### src/rtl/core_lsu.sv
// Load/store unit: runs one load/store per issue against data memory or the
// stdin/stdout port, writes loads back to the register file, then pulses done.
module core_lsu #(
  parameter logic [7:0] IO_ADDR = 8'hFF,
  parameter bit         IO_EN   = 1'b1
) (
  input  logic        clk_i,
  input  logic        rst_i,
  input  logic        req_en_i,
  input  logic        req_wen_i,
  input  logic        req_kind_i,
  input  logic [15:0] req_instr_i,
  input  logic [15:0] req_rt_val_i,
  input  logic [15:0] req_rd_val_i,
  output logic        busy_o,
  output logic        done_o,
  output logic [3:0]  done_rd_o,
  output logic        mem_req_o,
  output logic        mem_wen_o,
  output logic [7:0]  mem_addr_o,
  output logic [15:0] mem_wdata_o,
  input  logic        mem_ack_i,
  input  logic [15:0] mem_rdata_i,
  input  logic        stdin_valid_i,
  input  logic [15:0] stdin_data_i,
  output logic        stdin_ready_o,
  output logic        stdout_valid_o,
  output logic [15:0] stdout_data_o,
  input  logic        stdout_ready_i,
  output logic        arf_wen_o,
  output logic [3:0]  arf_waddr_o,
  output logic [15:0] arf_wdata_o
);

  // state | meaning
  // IDLE  | waiting for a request
  // MEM   | memory request held until ack
  // IN    | waiting for a stdin word
  // OUT   | presenting a stdout word until accepted
  // WB    | completion cycle: done pulse, load writeback
  typedef enum logic [2:0] {
    S_IDLE = 3'd0,
    S_MEM  = 3'd1,
    S_IN   = 3'd2,
    S_OUT  = 3'd3,
    S_WB   = 3'd4
  } state_e;

  state_e      state_q, state_d;
  logic [3:0]  rd_q, rd_d;
  logic        wen_q, wen_d;
  logic [7:0]  addr_q, addr_d;
  logic [15:0] data_q, data_d;

  logic        busy_q, busy_d;
  logic        done_q, done_d;
  logic [3:0]  done_rd_q, done_rd_d;
  logic        mem_req_q, mem_req_d;
  logic        mem_wen_q, mem_wen_d;
  logic [7:0]  mem_addr_q, mem_addr_d;
  logic [15:0] mem_wdata_q, mem_wdata_d;
  logic        stdin_ready_q, stdin_ready_d;
  logic        stdout_valid_q, stdout_valid_d;
  logic [15:0] stdout_data_q, stdout_data_d;
  logic        arf_wen_q, arf_wen_d;
  logic [3:0]  arf_waddr_q, arf_waddr_d;
  logic [15:0] arf_wdata_q, arf_wdata_d;

  logic [7:0]  req_addr;
  logic        req_io;
  logic        unused_bits;

  assign unused_bits = ^{req_instr_i[15:12], req_rt_val_i[15:8]};

  assign req_addr = req_kind_i ? req_instr_i[7:0] : req_rt_val_i[7:0];
  assign req_io   = IO_EN && (req_addr == IO_ADDR);

  always_comb begin
    state_d = state_q;
    rd_d    = rd_q;
    wen_d   = wen_q;
    addr_d  = addr_q;
    data_d  = data_q;

    case (state_q)
      S_IDLE: begin
        if (req_en_i) begin
          rd_d   = req_instr_i[11:8];
          wen_d  = req_wen_i;
          addr_d = req_addr;
          data_d = req_rd_val_i;
          if (req_io) state_d = req_wen_i ? S_OUT : S_IN;
          else        state_d = S_MEM;
        end
      end
      S_MEM: begin
        if (mem_ack_i) begin
          if (!wen_q) data_d = mem_rdata_i;
          state_d = S_WB;
        end
      end
      S_IN: begin
        if (stdin_valid_i && stdin_ready_q) begin
          data_d  = stdin_data_i;
          state_d = S_WB;
        end
      end
      S_OUT: begin
        if (stdout_ready_i) state_d = S_WB;
      end
      S_WB:    state_d = S_IDLE;
      default: state_d = S_IDLE;
    endcase
  end

  // Outputs are decoded from the next state so they appear registered,
  // aligned with the state they describe.
  always_comb begin
    busy_d         = (state_d != S_IDLE);
    mem_req_d      = (state_d == S_MEM);
    mem_wen_d      = mem_req_d && wen_d;
    mem_addr_d     = mem_req_d ? addr_d : 8'h00;
    mem_wdata_d    = (mem_req_d && wen_d) ? data_d : 16'h0000;
    stdin_ready_d  = (state_d == S_IN);
    stdout_valid_d = (state_d == S_OUT);
    stdout_data_d  = stdout_valid_d ? data_d : 16'h0000;
    done_d         = (state_d == S_WB);
    done_rd_d      = done_d ? rd_d : 4'h0;
    arf_wen_d      = done_d && !wen_d && (rd_d != 4'h0);
    arf_waddr_d    = (done_d && !wen_d) ? rd_d : 4'h0;
    arf_wdata_d    = (done_d && !wen_d) ? data_d : 16'h0000;
  end

  always_ff @(posedge clk_i) begin
    if (rst_i) begin
      state_q        <= S_IDLE;
      rd_q           <= 4'h0;
      wen_q          <= 1'b0;
      addr_q         <= 8'h00;
      data_q         <= 16'h0000;
      busy_q         <= 1'b0;
      done_q         <= 1'b0;
      done_rd_q      <= 4'h0;
      mem_req_q      <= 1'b0;
      mem_wen_q      <= 1'b0;
      mem_addr_q     <= 8'h00;
      mem_wdata_q    <= 16'h0000;
      stdin_ready_q  <= 1'b0;
      stdout_valid_q <= 1'b0;
      stdout_data_q  <= 16'h0000;
      arf_wen_q      <= 1'b0;
      arf_waddr_q    <= 4'h0;
      arf_wdata_q    <= 16'h0000;
    end else begin
      state_q        <= state_d;
      rd_q           <= rd_d;
      wen_q          <= wen_d;
      addr_q         <= addr_d;
      data_q         <= data_d;
      busy_q         <= busy_d;
      done_q         <= done_d;
      done_rd_q      <= done_rd_d;
      mem_req_q      <= mem_req_d;
      mem_wen_q      <= mem_wen_d;
      mem_addr_q     <= mem_addr_d;
      mem_wdata_q    <= mem_wdata_d;
      stdin_ready_q  <= stdin_ready_d;
      stdout_valid_q <= stdout_valid_d;
      stdout_data_q  <= stdout_data_d;
      arf_wen_q      <= arf_wen_d;
      arf_waddr_q    <= arf_waddr_d;
      arf_wdata_q    <= arf_wdata_d;
    end
  end

  assign busy_o         = busy_q;
  assign done_o         = done_q;
  assign done_rd_o      = done_rd_q;
  assign mem_req_o      = mem_req_q;
  assign mem_wen_o      = mem_wen_q;
  assign mem_addr_o     = mem_addr_q;
  assign mem_wdata_o    = mem_wdata_q;
  assign stdin_ready_o  = stdin_ready_q;
  assign stdout_valid_o = stdout_valid_q;
  assign stdout_data_o  = stdout_data_q;
  assign arf_wen_o      = arf_wen_q;
  assign arf_waddr_o    = arf_waddr_q;
  assign arf_wdata_o    = arf_wdata_q;

endmodule

### config.mk
export PLATFORM = sky130hd
export DESIGN_NAME = core_lsu
export DESIGN_NICKNAME = d
export VERILOG_FILES = /design/src/rtl/core_lsu.sv
export SDC_FILE = /design/constraint.sdc
export NUM_CORES = 1
export LEC_CHECK = 0
export ABC_AREA = 1
export CORE_AREA = 4 4 100 102
export CTS_BUF_LIST = sky130_fd_sc_hd__clkbuf_2 sky130_fd_sc_hd__clkbuf_4 sky130_fd_sc_hd__clkbuf_8
export CTS_CLUSTER_DIAMETER = 80
export CTS_CLUSTER_SIZE = 25
export DETAILED_ROUTE_END_ITERATION = 6
export DIE_AREA = 0 0 104 106
export GPL_TIMING_DRIVEN = 0
export PLACE_DENSITY = 0.81
export SETUP_SLACK_MARGIN = 0.1
export SYNTH_ARGS = -nofsm -noshare
export SYNTH_HDL_FRONTEND = slang
export SYNTH_SLANG_ARGS = --single-unit
### constraint.sdc
create_clock -name clk_i -period 1.7 [get_ports clk_i]
set_input_delay 0.34 -clock clk_i [delete_from_list [all_inputs] [get_ports clk_i]]
set_output_delay 0.34 -clock clk_i [all_outputs]
set_load 0.01 [all_outputs]
After elaboration in Yosys (flattened, before gate mapping)
Index checks and enable logic that the tools add are counted.
{"block": "op_classes", "mux": 19, "reduce_logical": 13, "eq_ne": 8, "n_bitwise": 5}
{"operator": "$mux 16", "count": 4}
{"operator": "$pmux 16 s3", "count": 1}
{"operator": "$mux 8", "count": 3}
{"operator": "$eq 3x2->1 const B", "count": 4}
{"operator": "$mux 3", "count": 4}
{"operator": "$pmux 3 s4", "count": 1}
{"operator": "$reduce_or 2->1", "count": 5}
{"operator": "$eq 8x8->1 const B", "count": 1}
{"operator": "$mux 4", "count": 2}
{"operator": "$eq 3x1->1 const B", "count": 2}
{"operator": "$not 1->1", "count": 5}
{"operator": "$logic_and 1x1->1", "count": 4}
{"operator": "$reduce_bool 4->1", "count": 1}
{"operator": "$eq 3x3->1 const B", "count": 1}
{"operator": "$logic_not 3->1", "count": 1}
{"operator": "$mux 1", "count": 3}
{"operator": "$reduce_bool 3->1", "count": 1}
{"operator": "$mux 2", "count": 1}
{"operator": "$logic_not 1->1", "count": 1}
{"block": "word_totals", "reg_bits": 103, "output_inout_bits": 71, "inputBits": 88, "wordCells": 63}

Depth between registers and ports, before layout
Gate-level depths: netlist (run 1).
{"block": "logic_depth", "ltp_word": 9, "mapped_depth": 13, "mapped_depth_nobuf": 11}

Worst setup path after synthesis (run 1)
Ideal clock, no wire load.
{"block": "synth_timing", "kind": "input port to flip-flop", "startpoint": "input req_kind_i", "endpoint": "register mem_wdata_q[2] (netlist: mem_wdata_o[2])", "n_path_buf": 2, "path_slack_ps": 253, "t_required_ps": 1585, "setup_time_ps": 115, "arrival_time_ps": 1332, "stages": 12, "path_cell_list": "buf_6 > inv_8 > nand2_1 > nand2_1 > nand2_1 > nor2_2 > nand2_1 > nand2_1 > nand2_4 > nand4_4 > buf_6 > nor2_2"}
{"block": "synth_between", "elab_chain_len": 9}
{"element": "start: declaration", "line_no": "11", "text": "input logic req_kind_i,"}
{"element": "$mux 8", "line_no": "75", "text": "assign req_addr = req_kind_i ? req_instr_i[7:0] : req_rt_val_i[7:0];"}
{"element": "$eq 8x8->1", "line_no": "76", "text": "assign req_io = IO_EN && (req_addr == IO_ADDR);"}
{"element": "$mux 2", "line_no": "92", "text": "if (req_io) state_d = req_wen_i ? S_OUT : S_IN;"}
{"element": "$mux 3", "line_no": "87", "text": "if (req_en_i) begin"}
{"element": "$pmux 3 s4", "line_no": "85", "text": "case (state_q)"}
{"element": "$eq 3x1->1", "line_no": "120", "text": "mem_req_d = (state_d == S_MEM);"}
{"element": "$logic_and 1x1->1", "line_no": "123", "text": "mem_wdata_d = (mem_req_d && wen_d) ? data_d : 16'h0000;"}
{"element": "$not 1->1 (no line)"}
{"element": "$reduce_or 2->1 (no line)"}
{"element": "end signal: assignment", "line_no": "166", "text": "mem_wdata_q <= mem_wdata_d;"}
{"element": "end: declaration", "line_no": "61", "text": "logic [15:0] mem_wdata_q, mem_wdata_d;"}
No other way between the ends.
A chain may end at the register's enable or synchronous reset.

Worst setup path in the final report (run 1)
{"block": "layout_timing", "startpoint": "register mem_wdata_q[15] (netlist: mem_wdata_o[15])", "endpoint": "output mem_wdata_o[15]"}
{"element": "end: declaration", "line_no": "21", "text": "output logic [15:0] mem_wdata_o,"}
No word-level cell between the ends.

==> results.txt, run 1 <==
The reg2reg setup slack is 0.15 ns. The die area is 0.01102 mm^2. Of the synthesized area, sequential elements account for 50.83%. The final number of hold-violating endpoints was 0. The max-capacitance violation count is 0. The signal on the critical path passes through clkdlybuf4s50_1. The worst slew margin relative to its limit came out at 70.32%. The standard-cell row count is 35. The synthesized instance count is 524. The detailed-route wire length came out at 11.77 mm. The delay of the slowest critical-path stage came out at 0.54 ns. Across every metal layer, demand over resource in global routing totals 20.45%. The fraction of final layout cells with drive strength greater than 1 came out at 17.03%. The share of the core filled with cells is 66.79%. Buffers placed on the I/O ports in this run total 144. The share of the cycle needed by the critical path after routing is 91.78%. IR analysis of the VDD net gives a maximum drop of 0.6575 mV. The clock-pin slew on the worst setup and hold paths came out at 0.09 ns. The number of distinct library cells after synthesis is 32. Summing the areas of all compound-gate instances in the mapped netlist gives 11.14% of the synthesized area. The run finished with clean final reports. The data required time of the critical path came out at 1.36 ns. Of all nets on the critical path, the largest fanout is 1. The detailed-route vias per instance is 4.891.

The share of power burned in registers is 51.8%. After synthesis, the largest family of logic cells by area is simple AND/OR/NAND/NOR gates. The most used flip-flop cell after synthesis is dfxtp_1. The total of flip-flops plus latches after synthesis is 103. The number of DRC violations after detailed-routing iteration 0 came out at 320. The mean instance size in the synthesized netlist came out at 7.741 um^2. The worst hold path was traced through 5 stages.

The maximum number of pins on one net before global-route repair came out at 16. The part of the total power dissipated in the clock network is 29.0%. The placed wire-length estimate came out at 8.974 mm. The total global routing overflow is 0. Including well taps, the total number of placed cells is 779. Counting both buffers and inverters, the worst setup path holds a total of 1. The floorplan step set the die width to 104 um.

The worst hold path begins at req_kind_i. The final antenna diode count came out at 0. The leakage power came out at 2.796 nW. The number of vias in the routed layout is 3,932.

STA classifies the critical path endpoint as an output pin. The mux cell area share after synthesis is 0%. The final setup skew came out at 0.008783 ns. The tree is rooted in a clkbuf_8.

The internal power contribution came out at 3.617 mW. The slack of the critical path is 0.1398 ns. The count of flip-flops with a built-in enable after synthesis is 0. The number of cells traversed by the worst register-to-register path came out at 9. The worst-case setup slack after placement came out at -0.3937 ns. Yosys printed 0 warnings. The aggregate negative setup slack is 0 ns. Leaving out filler cells and counting taps, the final layout contains 804. In this run the critical register-to-register path is captured at arf_wdata_o[8]$_SDFF_PP0_. The net switching power came out at 1.325 mW. The number of global-route vias before repair is 3,869. The final-report setup violation count came out at 0. The first global-routing pass estimated 18.26 mm of wire. The worst min-delay path category is input port to register.

For hold timing, the worst endpoint is addr_q[7]$_SDFF_PP0_. The first-pass iteration count of the detailed router is 4. The DRC violation count after routing came out at 0. The logic depth of the worst path, buffers included is 1. Setup repair after global routing could not meet its margin everywhere. The core box area came out at 0.009109 mm^2.

The final RePlAce weighted congestion came out at 0.9515. The max-slew violation count came out at 0. The worst-skew pair later-pin latency came out at 0.35 ns. The initial standard-cell utilization of the core came out at 44.53%.

The number of buffers on the longest clock path is 2. The worst setup path is launched from a register. The number of nets handed over by synthesis was 612. The top cell type by area accounts for 50.83% of the synthesized area. The final antenna-violating net count is 0. The fraction of the mapped netlist area in adder cells came out at 0%. The worst setup path is of the register to output pin kind.

The part of the total power dissipated in combinational logic is 19.2%. Among cell families on the critical path, the largest total delay comes from buffers and inverters. The number of clock sinks came out at 103. The post-route minimum period came out at 1.560 ns.

The fmax is 640.9 MHz. From bottom edge to top edge, the die measures 106 um. The maximum level of the CTS H-tree came out at 3. The total power per unit cell area is 812.3 mW/mm^2. The total standard cell area after synthesis came out at 0.004056 mm^2. By area the synthesized netlist is led by dfxtp_1 (51%), nand2_1 (8.4%), nor2_1 (8.1%), inv_1 (6.0%), o21ai_0 (5.4%). Net switching is 26.81% of the power. The number of buffers created by CTS came out at 9. Relative to the synthesized area, the layout overhead comes to 49.97%. The xor-xnor portion of the synthesized cell area came out at 0%.

The largest total area in the synthesized netlist belongs to dfxtp_1. The routed length per instance came out at 14.64 um. The top cell types in the final layout, fill and taps aside, are clkdlybuf4s50_1 (134), dfxtp_1 (100), nor2_1 (87), nand2_1 (87), inv_1 (61).

At the pin with the least slew margin, the transition time is 0.4452 ns. The I/O pin count is 159. The slowest stage of the critical path is the clkdlybuf4s50_1 cell. The number of nets at the end of the flow is 776.

The simple-gate portion of the synthesized area is 27.67%. The initial antenna violation count is 0. For this run, asynchronously set or reset flops after synthesis account for 0%.

The data arrival time of the critical path is 1.22 ns. The CTS tree is done. The library cell used most frequently in the layout, excluding fill and tap cells, is clkdlybuf4s50_1. The startpoint identified for the worst register-to-register timing path is state_q[2]$_SDFF_PP0_.
==> final cells by class <==
type	instances	area, um^2
buffer	21	168.9
clock buffer	14	173.9
clock inverter	2	15.01
fill	753	3025
inverter	74	291.5
multi-input combinational	326	1667
sequential	103	2068
tap	111	138.9
timing repair buffer	153	1560
==> tightest hold or removal path, cell delays in order <==
cell	delay (ns)
buf_6	0.13
nand2_1	0.08
nand3_1	0.07
o21ai_0	0.10
nor2_1	0.05
==> sequential cells by signal, summed over array words and instances, names as in the netlist, 3 cells and up <==
register and count:
data_q 16, arf_wdata_o 16, mem_wdata_o 16, state_q 3
stdout_data_o 16, done_rd_o 4, arf_waddr_o 4, mem_addr_o 8
addr_q 8, rd_q 4
==> repair_timing <==
action,in CTS,in global routing
pin swaps,0,9
setup endpoints to repair,66,86
hold buffers,0,0
gates resized for setup,11,61
setup buffers,1,7
gates cloned,0,1
==> per-layer routing <==
layer / vias to the layer above / GRT usage (%) / wire length (um)
met1: 1774 / 24.39 / 4930
met3: 27 / 5.282 / 869
li1: 1961 / - / -
met5: - / 0 / 0
met2: 170 / 34.87 / 5670
met4: 0 / 8.927 / 303
==> through the flow <==
step	power [mW]	hold WS [ns]	cell area [um^2]
5_1_grt	5.159	0.4626	6083
2_1_floorplan	3.093	0.4124	4056
3_5_place_dp	3.491	0.5160	5637
3_3_place_gp	3.462	0.5095	5637
4_1_cts	4.909	0.4284	5858
6_report	4.941	0.4411	6083
==> power groups by stage <==
stage / combinational (mW) / sequential, mW / clock (mW)
after floorplan: 0.463 / 2.63 / 0
after global placement: 0.854 / 2.61 / 0
after detailed placement: 0.878 / 2.61 / 0
after CTS: 0.891 / 2.56 / 1.46
after global routing: 1.04 / 2.57 / 1.55
final: 0.951 / 2.56 / 1.43
==> synth_stat cells, drive strengths merged (3+ instances only) <==
cell / instances
a21oi: 19
a22oi: 4
buf: 15
clkbuf: 6
dfxtp: 103
inv: 72
nand2: 104
nand3: 22
nand4: 5
nor2: 112
o2111ai: 5
o211ai: 5
o21ai: 46
or2: 3
==> worst max-delay path by stage <==
stage                                from                           end  slack, ns
3_5_place_dp                    mem_ack_i          data_q[2]$_SDFF_PP0_      -0.39
3_3_place_gp                    mem_ack_i  stdout_data_o[15]$_SDFF_PP0_      -0.36
5_1_grt             state_q[2]$_SDFF_PP0_     arf_wdata_o[8]$_SDFF_PP0_       0.06
4_1_cts                 done_o$_SDFF_PP0_                        done_o       0.12
6_report       mem_wdata_o[15]$_SDFF_PP0_               mem_wdata_o[15]       0.14
2_1_floorplan                  req_kind_i     mem_wdata_o[2]$_SDFF_PP0_       0.25
==> logic make-up (layout without fill, tap and decap cells) <==
family | count (synthesis) | count (layout)
simple gates | 246 | 246
flops | 103 | 103
buf+inv | 95 | 264
compound gates | 80 | 80
No activity file was read; power rests on OpenSTA's default activity.
==> run 2, diff against run 1 <==
==> config.mk (replaced) <==
export PLATFORM = sky130hd
export DESIGN_NAME = core_lsu
export DESIGN_NICKNAME = d
export VERILOG_FILES = /design/src/rtl/core_lsu.sv
export SDC_FILE = /design/constraint.sdc
export NUM_CORES = 1
export LEC_CHECK = 0
export CELL_PAD_IN_SITES_DETAIL_PLACEMENT = 0
export CELL_PAD_IN_SITES_GLOBAL_PLACEMENT = 1
export CORE_AREA = 4 4 111 113
export CTS_BUF_LIST = sky130_fd_sc_hd__clkbuf_2 sky130_fd_sc_hd__clkbuf_4 sky130_fd_sc_hd__clkbuf_8
export CTS_CLUSTER_DIAMETER = 80
export CTS_CLUSTER_SIZE = 25
export DETAILED_ROUTE_END_ITERATION = 6
export DIE_AREA = 0 0 115 117
export GPL_TIMING_DRIVEN = 0
export PLACE_DENSITY_LB_ADDON = 0.1
export SETUP_SLACK_MARGIN = 0.1
export SYNTH_ARGS = -nofsm -noshare
export SYNTH_HDL_FRONTEND = slang
export SYNTH_SLANG_ARGS = --single-unit
==> run 2 against run 1 <==
The flow now finishes with violations (negative setup slack). Utilization down 11 points. Final area up 4.4%. Combinational power up 0.6%. Critical path depth up 6. Sequential power about the same. Count of clock-buffer cells in the layout down 3. Sequential cell count unchanged.
==> results.txt, run 2 <==
The area growth from synthesis to layout is 85.80%. The most numerous cell type found on the critical path is buf_8. The synthesized instance count came out at 334 (-36%). The final RePlAce weighted congestion was 0.7544 (-21%). The worst min-delay path category is input port to register. The final reports fail on negative setup slack. The routed length per instance is 16.44 um (+12%). The quantity of I/O buffers inserted on ports is 144 (unchanged). The worst slew margin relative to its limit is 58.20% (-12 points). The data required time of the critical path came out at 2.00 ns (+0.64 ns). The final antenna-violating net count is 0 (unchanged). The total global routing overflow is 0 (unchanged). The top cell types in the final layout, fill and taps aside, are clkdlybuf4s50_1 (104), dfxtp_1 (101), nor2_1 (74).

The global-route wire length before repair came to 16.37 mm (-10%). The detailed-route vias per instance came out at 4.617 (-5.6%). The delay of the slowest critical-path stage is 0.55 ns (about the same). The count of synthesis-stage warnings from yosys is 0 (unchanged). The fraction of final layout cells with drive strength greater than 1 came to 28.76% (+12 points). The highest net fanout along the worst path is 7 (+6). The maximum number of pins on one net before global-route repair is 17 (+1). The leakage power was 3.057 nW (+9.4%). The number of nets at the end of the flow came out at 608 (-22%). The I/O pin count is 159 (unchanged). The y dimension of the die is 117 um (+10%). The critical path goes through buf_8 -> or4b_4 -> buf_8 -> a21oi_4 -> o211ai_4 -> buf_12 -> nor2_1.

The number of distinct library cells after synthesis came out at 40 (+25%). The placed wire-length estimate is 7.440 mm (-17%). The global-route total usage across every layer came out at 15.90% (-4.5 points). The share of the cycle needed by the critical path after routing came out at 109.3% (+18 points). The maximum ir drop on the vdd rail came out at 0.5136 mV (-22%). The number of global-route vias before repair was 3,174 (-18%).

The initial standard-cell utilization of the core came to 30.21% (-14 points). The switching part of the total power is 24.97% (-1.8 points). The sequential element share of the synthesized area is 60.30% (+9.5 points). The combined buffer and inverter count along the critical path is 3 (+2).

The worst-case setup slack after placement came to -0.7983 ns (-0.4046 ns). The fraction of synthesized cell area taken by the top area cell type came to 60.30% (+9.5 points). The net switching power came to 1.303 mW (-1.7%). The family of cells with the greatest summed delay on the critical path is simple AND/OR/NAND/NOR gates. The number of clock sinks came out at 103 (unchanged). The total standard cell area after synthesis came out at 0.003420 mm^2 (-16%). The final antenna diode count came out at 0 (unchanged). The share of power burned in registers came out at 48.9% (-2.9 points). The worst-skew pair later-pin latency is 0.36 ns (about the same).

The maximum level of the CTS H-tree is 3 (unchanged). The total of flip-flops plus latches after synthesis came to 103 (unchanged). The slew of the pin with the lowest slew margin is 0.6270 ns (+0.1818 ns). By area the synthesized netlist is led by dfxtp_1 (60%), nor2_1 (11%), a222oi_1 (4.7%), mux2i_1 (3.2%), a21boi_2 (3.0%). In the synthesized netlist, the cells that appear most often are dfxtp_1 (103), nor2_1 (98), a222oi_1 (16). The run finished, with violations left. The standard cell with the maximum stage delay on the critical path is or4b_4.

Setup repair after global routing could not meet its margin everywhere. The most used flip-flop cell after synthesis is dfxtp_1. The async set-or-reset flop fraction in the synthesized netlist is 0% (unchanged). The slack of the critical path is -0.1579 ns (-0.2977 ns). The total of hold buffers inserted after clock tree synthesis came out at 0 (unchanged). The setup path with the least slack is of type register to register. The number of buffers on the longest clock path is 2 (unchanged). The number of vias in the routed layout is 3,084 (-22%). The max-capacitance violation count was 0 (unchanged). The post-route minimum period came to 1.858 ns (+0.2977 ns). STA classifies the critical path startpoint as a register. The die area came out at 0.01346 mm^2 (+22%). The max-slew violation count is 0 (unchanged). The data arrival time of the critical path came out at 2.16 ns (+0.94 ns).

The fmax is 538.2 MHz (-16%). The CTS tree is done. The part of the total power dissipated in combinational logic came out at 18.3% (-0.9 points). The number of DRC violations after detailed-routing iteration 0 came to 79 (-75%). The final-report setup violation count is 84 (+84). The clock-pin slew on the worst setup and hold paths is 0.10 ns (about the same).

The final setup skew came to 0.01215 ns (+0.003363 ns). The total power per unit cell area came out at 821.2 mW/mm^2 (+1.1%). The mean instance size in the synthesized netlist came out at 10.24 um^2 (+32%). The worst hold margin is 0.5042 ns (+0.06304 ns). The initial antenna violation count is 0 (unchanged). The core box area is 0.01132 mm^2 (+24%).

The internal power contribution came out at 3.915 mW (+8.3%). The first-pass iteration count of the detailed router is 7 (+3). The cell sitting at the root of the clock tree is a clkbuf_8. The DRC violation count after routing is 0 (unchanged). Leaving out fill and tap cells, the most frequent cell in the layout is clkdlybuf4s50_1. The cell with the most instances after synthesis is dfxtp_1. The part of the total power dissipated in the clock network came out at 32.8% (+3.8 points). The worst setup path is captured at a register. The final number of hold-violating endpoints came to 0 (unchanged).

The total power draw came out at 5.218 mW (+5.6%). The count of flip-flops with a built-in enable after synthesis is 0 (unchanged). The die outline width is 115 um (+11%). The number of buffers created by CTS came out at 9 (unchanged). The standard-cell row count is 39 (+11%). The net count after synthesis is 422 (-31%).

The detailed-route wire length is 10.98 mm (-6.7%). The library cell with the largest summed area after synthesis is dfxtp_1.
run 2: cell types whose count changed after synthesis, sizes merged, moves of 5 or more:
cell,previous run,this run
nand3,22,7
mux2i,0,11
a21boi,0,17
a222oi,0,16
a21oi,19,11
nor3,0,10
nand2,104,9
o21ai,46,3
o2111ai,5,0
nor2,112,99
inv,72,6
run 2: metal layers:
metal  global-route usage (%)  part of all wire (%)
met5                        0                     0
met3                    3.805                   5.9
met2                    27.62                    52
met4                    6.025                   1.3
met1                    19.11                    41
run 2: repair_timing:
item                       CTS  global route
gates resized for setup     74           113
setup endpoints to repair  105           133
pin swaps                   11            32
cloned                       5             2
buffers inserted            19             5
run 2: path summary, 6_finish.rpt:
check        depth (start not counted)  slack [ns]                           end                  start
max                                  7       -0.16  stdout_data_o[13]$_SDFF_PP0_  state_q[1]$_SDFF_PP0_
min                                  2        0.50             busy_o$_SDFF_PP0_                  rst_i
max reg2reg                          7       -0.16  stdout_data_o[13]$_SDFF_PP0_  state_q[1]$_SDFF_PP0_
min reg2reg                          2        0.50         data_q[13]$_SDFF_PP0_  data_q[13]$_SDFF_PP0_
run 2: kinds of logic (layout without fill, tap and decap cells):
family	count (synthesis)	after routing	synth area share, %
muxes	11	11	3.220
and+or+nand+nor	140	141	18.41
AOI/OAI and AO/OA	55	55	14.31
buffers and inverters	25	215	3.768
DFF	103	103	60.30
run 2: metrics by stage:
stage	util, %	cell area, um^2	TNS (ns)	std cells
after floorplan	-	3487	0	334
after global placement	45.11	5107	-66.52	621
after detailed placement	45.11	5107	-66.51	621
after CTS	51.69	5852	-6.192	661
after global routing	56.12	6354	-16.05	668
final	56.12	6354	-7.360	668
run 2: final cells by class:
type                    instances  area, um^2
multi-input cells             207        1785
well taps                     143       178.9
clock inverters                 5       78.83
flip-flops and latches        103        2064
plain buffers                  19       216.5
repair buffers                174        1862
fillers                      1006        4967
clock buffers                  11       145.1
inverters                       6       22.52
run 2: power groups by stage:
| stage | clock [mW] | combinational (mW) | sequential [mW] |
|---|---|---|---|
| after floorplan | 0 | 0.312 | 2.60 |
| after global placement | 0 | 0.663 | 2.59 |
| after detailed placement | 0 | 0.665 | 2.59 |
| after CTS | 1.75 | 0.839 | 2.54 |
| after global routing | 1.85 | 1.03 | 2.56 |
| final | 1.71 | 0.957 | 2.55 |
==> run 3, diff against run 2 <==
--- a/config.mk
+++ b/config.mk
@@ -7,12 +7,11 @@
 export LEC_CHECK = 0
 export CELL_PAD_IN_SITES_DETAIL_PLACEMENT = 0
 export CELL_PAD_IN_SITES_GLOBAL_PLACEMENT = 1
-export CORE_AREA = 4 4 111 113
-export CTS_BUF_LIST = sky130_fd_sc_hd__clkbuf_2 sky130_fd_sc_hd__clkbuf_4 sky130_fd_sc_hd__clkbuf_8
+export CORE_AREA = 4 4 112 114
 export CTS_CLUSTER_DIAMETER = 80
 export CTS_CLUSTER_SIZE = 25
 export DETAILED_ROUTE_END_ITERATION = 6
-export DIE_AREA = 0 0 115 117
+export DIE_AREA = 0 0 116 118
 export GPL_TIMING_DRIVEN = 0
 export PLACE_DENSITY_LB_ADDON = 0.1
 export SETUP_SLACK_MARGIN = 0.1
==> run 3 against run 2 <==
The flow still finishes with violations (negative setup slack). Global-route usage grew 0.41 points. Largest power group unchanged. Die area is 1.7% higher. Register-to-register slack hardly changed. Non-clock buffer count up 7. Largest cell class is now registers. Critical path type unchanged. Routed wire length rose by 5.3%. Power grew 4.6%. Fmax is 0.79% lower.
==> results.txt, run 3 (synthesized netlist as in run 2, its figures left out) <==
The clock-pin slew on the worst setup and hold paths is 0.07 ns (-0.03 ns). The part of the total power dissipated in the clock network came to 35.2% (+2.4 points). The first-pass iteration count of the detailed router is 4 (-3). The share of the cycle needed by the critical path after routing is 110.2% (+0.87 points). The final number of hold-violating endpoints came out at 0 (unchanged). The total of hold buffers inserted after clock tree synthesis was 0 (unchanged).

The maximum number of pins on one net before global-route repair is 18 (+1). The total global routing overflow is 0 (unchanged). The delay of the slowest critical-path stage is 0.54 ns (about the same).

The worst setup path is launched from a register. The area occupied by multi-input gates came out at 0.001878 mm^2 (+5.2%). The switching part of the total power is 26.06% (+1.1 points). STA classifies the critical path endpoint as a register. The maximum ir drop on the vdd rail is 0.6022 mV (+17%).

The library cell used most frequently in the layout, excluding fill and tap cells, is clkdlybuf4s50_1. The internal power contribution is 4.037 mW (+3.1%). The maximum level of the CTS H-tree came to 3 (unchanged). The final antenna-violating net count came to 0 (unchanged). The number of fillers in the final layout is 1,009 (+0.30%). The standard-cell row count came out at 39 (unchanged). The flow ran to the end, but the final reports show violations. The number of nets at the end of the flow is 616 (+1.3%). Setup repair after global routing could not meet its margin everywhere. The part of the total power dissipated in combinational logic came out at 18.0% (-0.3 points). The die outline width is 116 um (+0.87%). The number of clock sinks is 103 (unchanged). The detailed-route wire length is 11.57 mm (+5.3%). The final-report setup violation count is 85 (+1.2%). The die area was 0.01369 mm^2 (+1.7%). The instance area after placement is 0.005107 mm^2 (unchanged).

TritonCTS built the clock tree. The global-route total usage across every layer is 16.31% (+0.41 points). In the layout the commonest cells are clkdlybuf4s50_1 (142), dfxtp_1 (101), nor2_1 (69). The number of DRC violations after detailed-routing iteration 0 came to 137 (+73%). The final setup skew came out at 0.008603 ns (-0.003543 ns). The fmax came out at 534.0 MHz (-0.79%). The net switching power came to 1.423 mW (+9.2%). The worst hold margin came out at 0.4977 ns (-0.006431 ns). The post-route minimum period came to 1.873 ns (+0.01482 ns). The post-route standard cell area excluding fillers came out at 0.006461 mm^2 (+1.7%).

The DRC violation count after routing is 0 (unchanged). The share of power burned in registers came out at 46.8% (-2.1 points). The final RePlAce weighted congestion was 0.7516 (-0.37%).

The setup path with the least slack is of type register to register. The data required time of the critical path is 1.98 ns (-0.02 ns). The worst-skew pair later-pin latency is 0.34 ns (-0.02 ns). The number of buffers on the longest clock path came out at 2 (unchanged). The core box area is 0.01142 mm^2 (+0.86%). Compared with the post-synthesis result, the final layout area differs by 88.95%. The number of buffers created by CTS is 9 (unchanged).

The I/O pin count came to 159 (unchanged). The worst-case setup slack after placement is -0.8571 ns (-0.05879 ns). The cell occurring most often along the worst timing path is buf_6. The slack of the critical path is -0.1727 ns (-0.01482 ns). The critical path goes through buf_6 -> or4b_4 -> buf_6 -> a21oi_4 -> o211ai_4 -> clkbuf_16 -> nor2_1.

The worst slew margin relative to its limit is 59.70% (+1.5 points). The routed length per instance is 17.11 um (+4.1%). The max-capacitance violation count came out at 0 (unchanged). The number of global-route vias before repair is 3,180 (+0.19%). The detailed-route vias per instance came out at 4.629 (+0.26%). The max-slew violation count is 0 (unchanged). The number of placed instances, taps included is 621 (unchanged). The quantity of I/O buffers inserted on ports came to 144 (unchanged). The final antenna diode count is 0 (unchanged). The register cell area after layout came out at 0.002064 mm^2 (unchanged). The checks that failed: negative setup slack.

The data arrival time of the critical path came out at 2.15 ns (about the same). The min-delay analysis places its worst path in the category register to register. The placed wire-length estimate was 7.408 mm (-0.43%).

The number of vias in the routed layout is 3,129 (+1.5%). The total power per unit cell area came to 845.1 mW/mm^2 (+2.9%). The total power draw came to 5.460 mW (+4.6%).

The highest net fanout along the worst path came out at 7 (unchanged). Among all stages on the critical path, the largest delay is contributed by or4b_4. The slew of the pin with the lowest slew margin came to 0.6045 ns (-0.02247 ns). The leakage power came to 2.516 nW (-18%).

The tree is rooted in a clkbuf_16. The initial antenna violation count is 0 (unchanged). The fraction of final layout cells with drive strength greater than 1 came out at 30.39% (+1.6 points). The y dimension of the die came out at 118 um (+0.85%). The initial standard-cell utilization of the core is 29.95% (-0.26 points). The final non-filler cell total is 676 (+1.2%). The global-route wire length before repair is 17.16 mm (+4.9%).
[run 3: cell types whose count changed in the layout (fill, tap and decap cells not counted), moves of 7 or more]
cell,previous run,this run
nor2_4,13,20
clkbuf_8,10,0
dlymetal6s2s_1,34,1
clkbuf_16,1,12
clkdlybuf4s50_1,104,142
buf_4,16,24
[run 3: final timing paths]
kind / endpoint / from / depth (start not counted) / slack, ns
max reg2reg: stdout_data_o[5]$_SDFF_PP0_ / state_q[1]$_SDFF_PP0_ / 7 / -0.17
max: stdout_data_o[5]$_SDFF_PP0_ / state_q[1]$_SDFF_PP0_ / 7 / -0.17
min reg2reg: stdout_data_o[9]$_SDFF_PP0_ / data_q[9]$_SDFF_PP0_ / 2 / 0.50
min: stdout_data_o[9]$_SDFF_PP0_ / data_q[9]$_SDFF_PP0_ / 2 / 0.50
[run 3: power groups by stage]
| stage | clock [mW] | combinational [mW] | sequential [mW] |
|---|---|---|---|
| after floorplan | 0 | 0.312 | 2.60 |
| after global placement | 0 | 0.663 | 2.59 |
| after detailed placement | 0 | 0.666 | 2.59 |
| after CTS | 1.97 | 0.786 | 2.54 |
| after global routing | 2.06 | 1.06 | 2.56 |
| final | 1.92 | 0.985 | 2.56 |
[run 3: per-stage QoR]
| step | TNS, ns | utilization (%) |
|---|---|---|
| 4_1_cts | -3.641 | 51.01 |
| 3_3_place_gp | -70.61 | 44.73 |
| 5_1_grt | -13.63 | 56.59 |
| 6_report | -7.613 | 56.59 |
| 2_1_floorplan | 0 | - |
| 3_5_place_dp | -71.57 | 44.73 |
[run 3: layout make-up]
cell class / instances / share of cell area, %
flip-flops and latches: 103 / 31.95
multi-input cells: 208 / 29.07
repair buffers: 181 / 28.33
clock buffers: 10 / 3.544
plain buffers: 19 / 3.234
well taps: 143 / 2.769
clock inverters: 6 / 0.6778
inverters: 6 / 0.4260
[run 3: timing repair]
| action | CTS | global route |
|---|---|---|
| buffers inserted | 19 | 14 |
| gates cloned | 4 | 3 |
| pin swaps | 13 | 33 |
| resized for setup | 66 | 102 |
| endpoints found under the setup margin | 99 | 99 |
[run 3: metal layers]
layer | vias to the layer above | track usage (%) | wire (um)
li1 | 1542 | - | -
met1 | 1476 | 19.73 | 4800
met2 | 100 | 28.45 | 5878
met3 | 11 | 3.599 | 724
met4 | 0 | 5.004 | 163
met5 | - | 0 | 0
[run 3: critical path: cells and delay by family (launching register included)]
kind,cells,cell delay [ns]
AO/OA/AOI/OAI,2,0.36
buffers and inverters,3,0.51
flip-flops,1,0.32
AND/OR/NAND/NOR,2,0.62
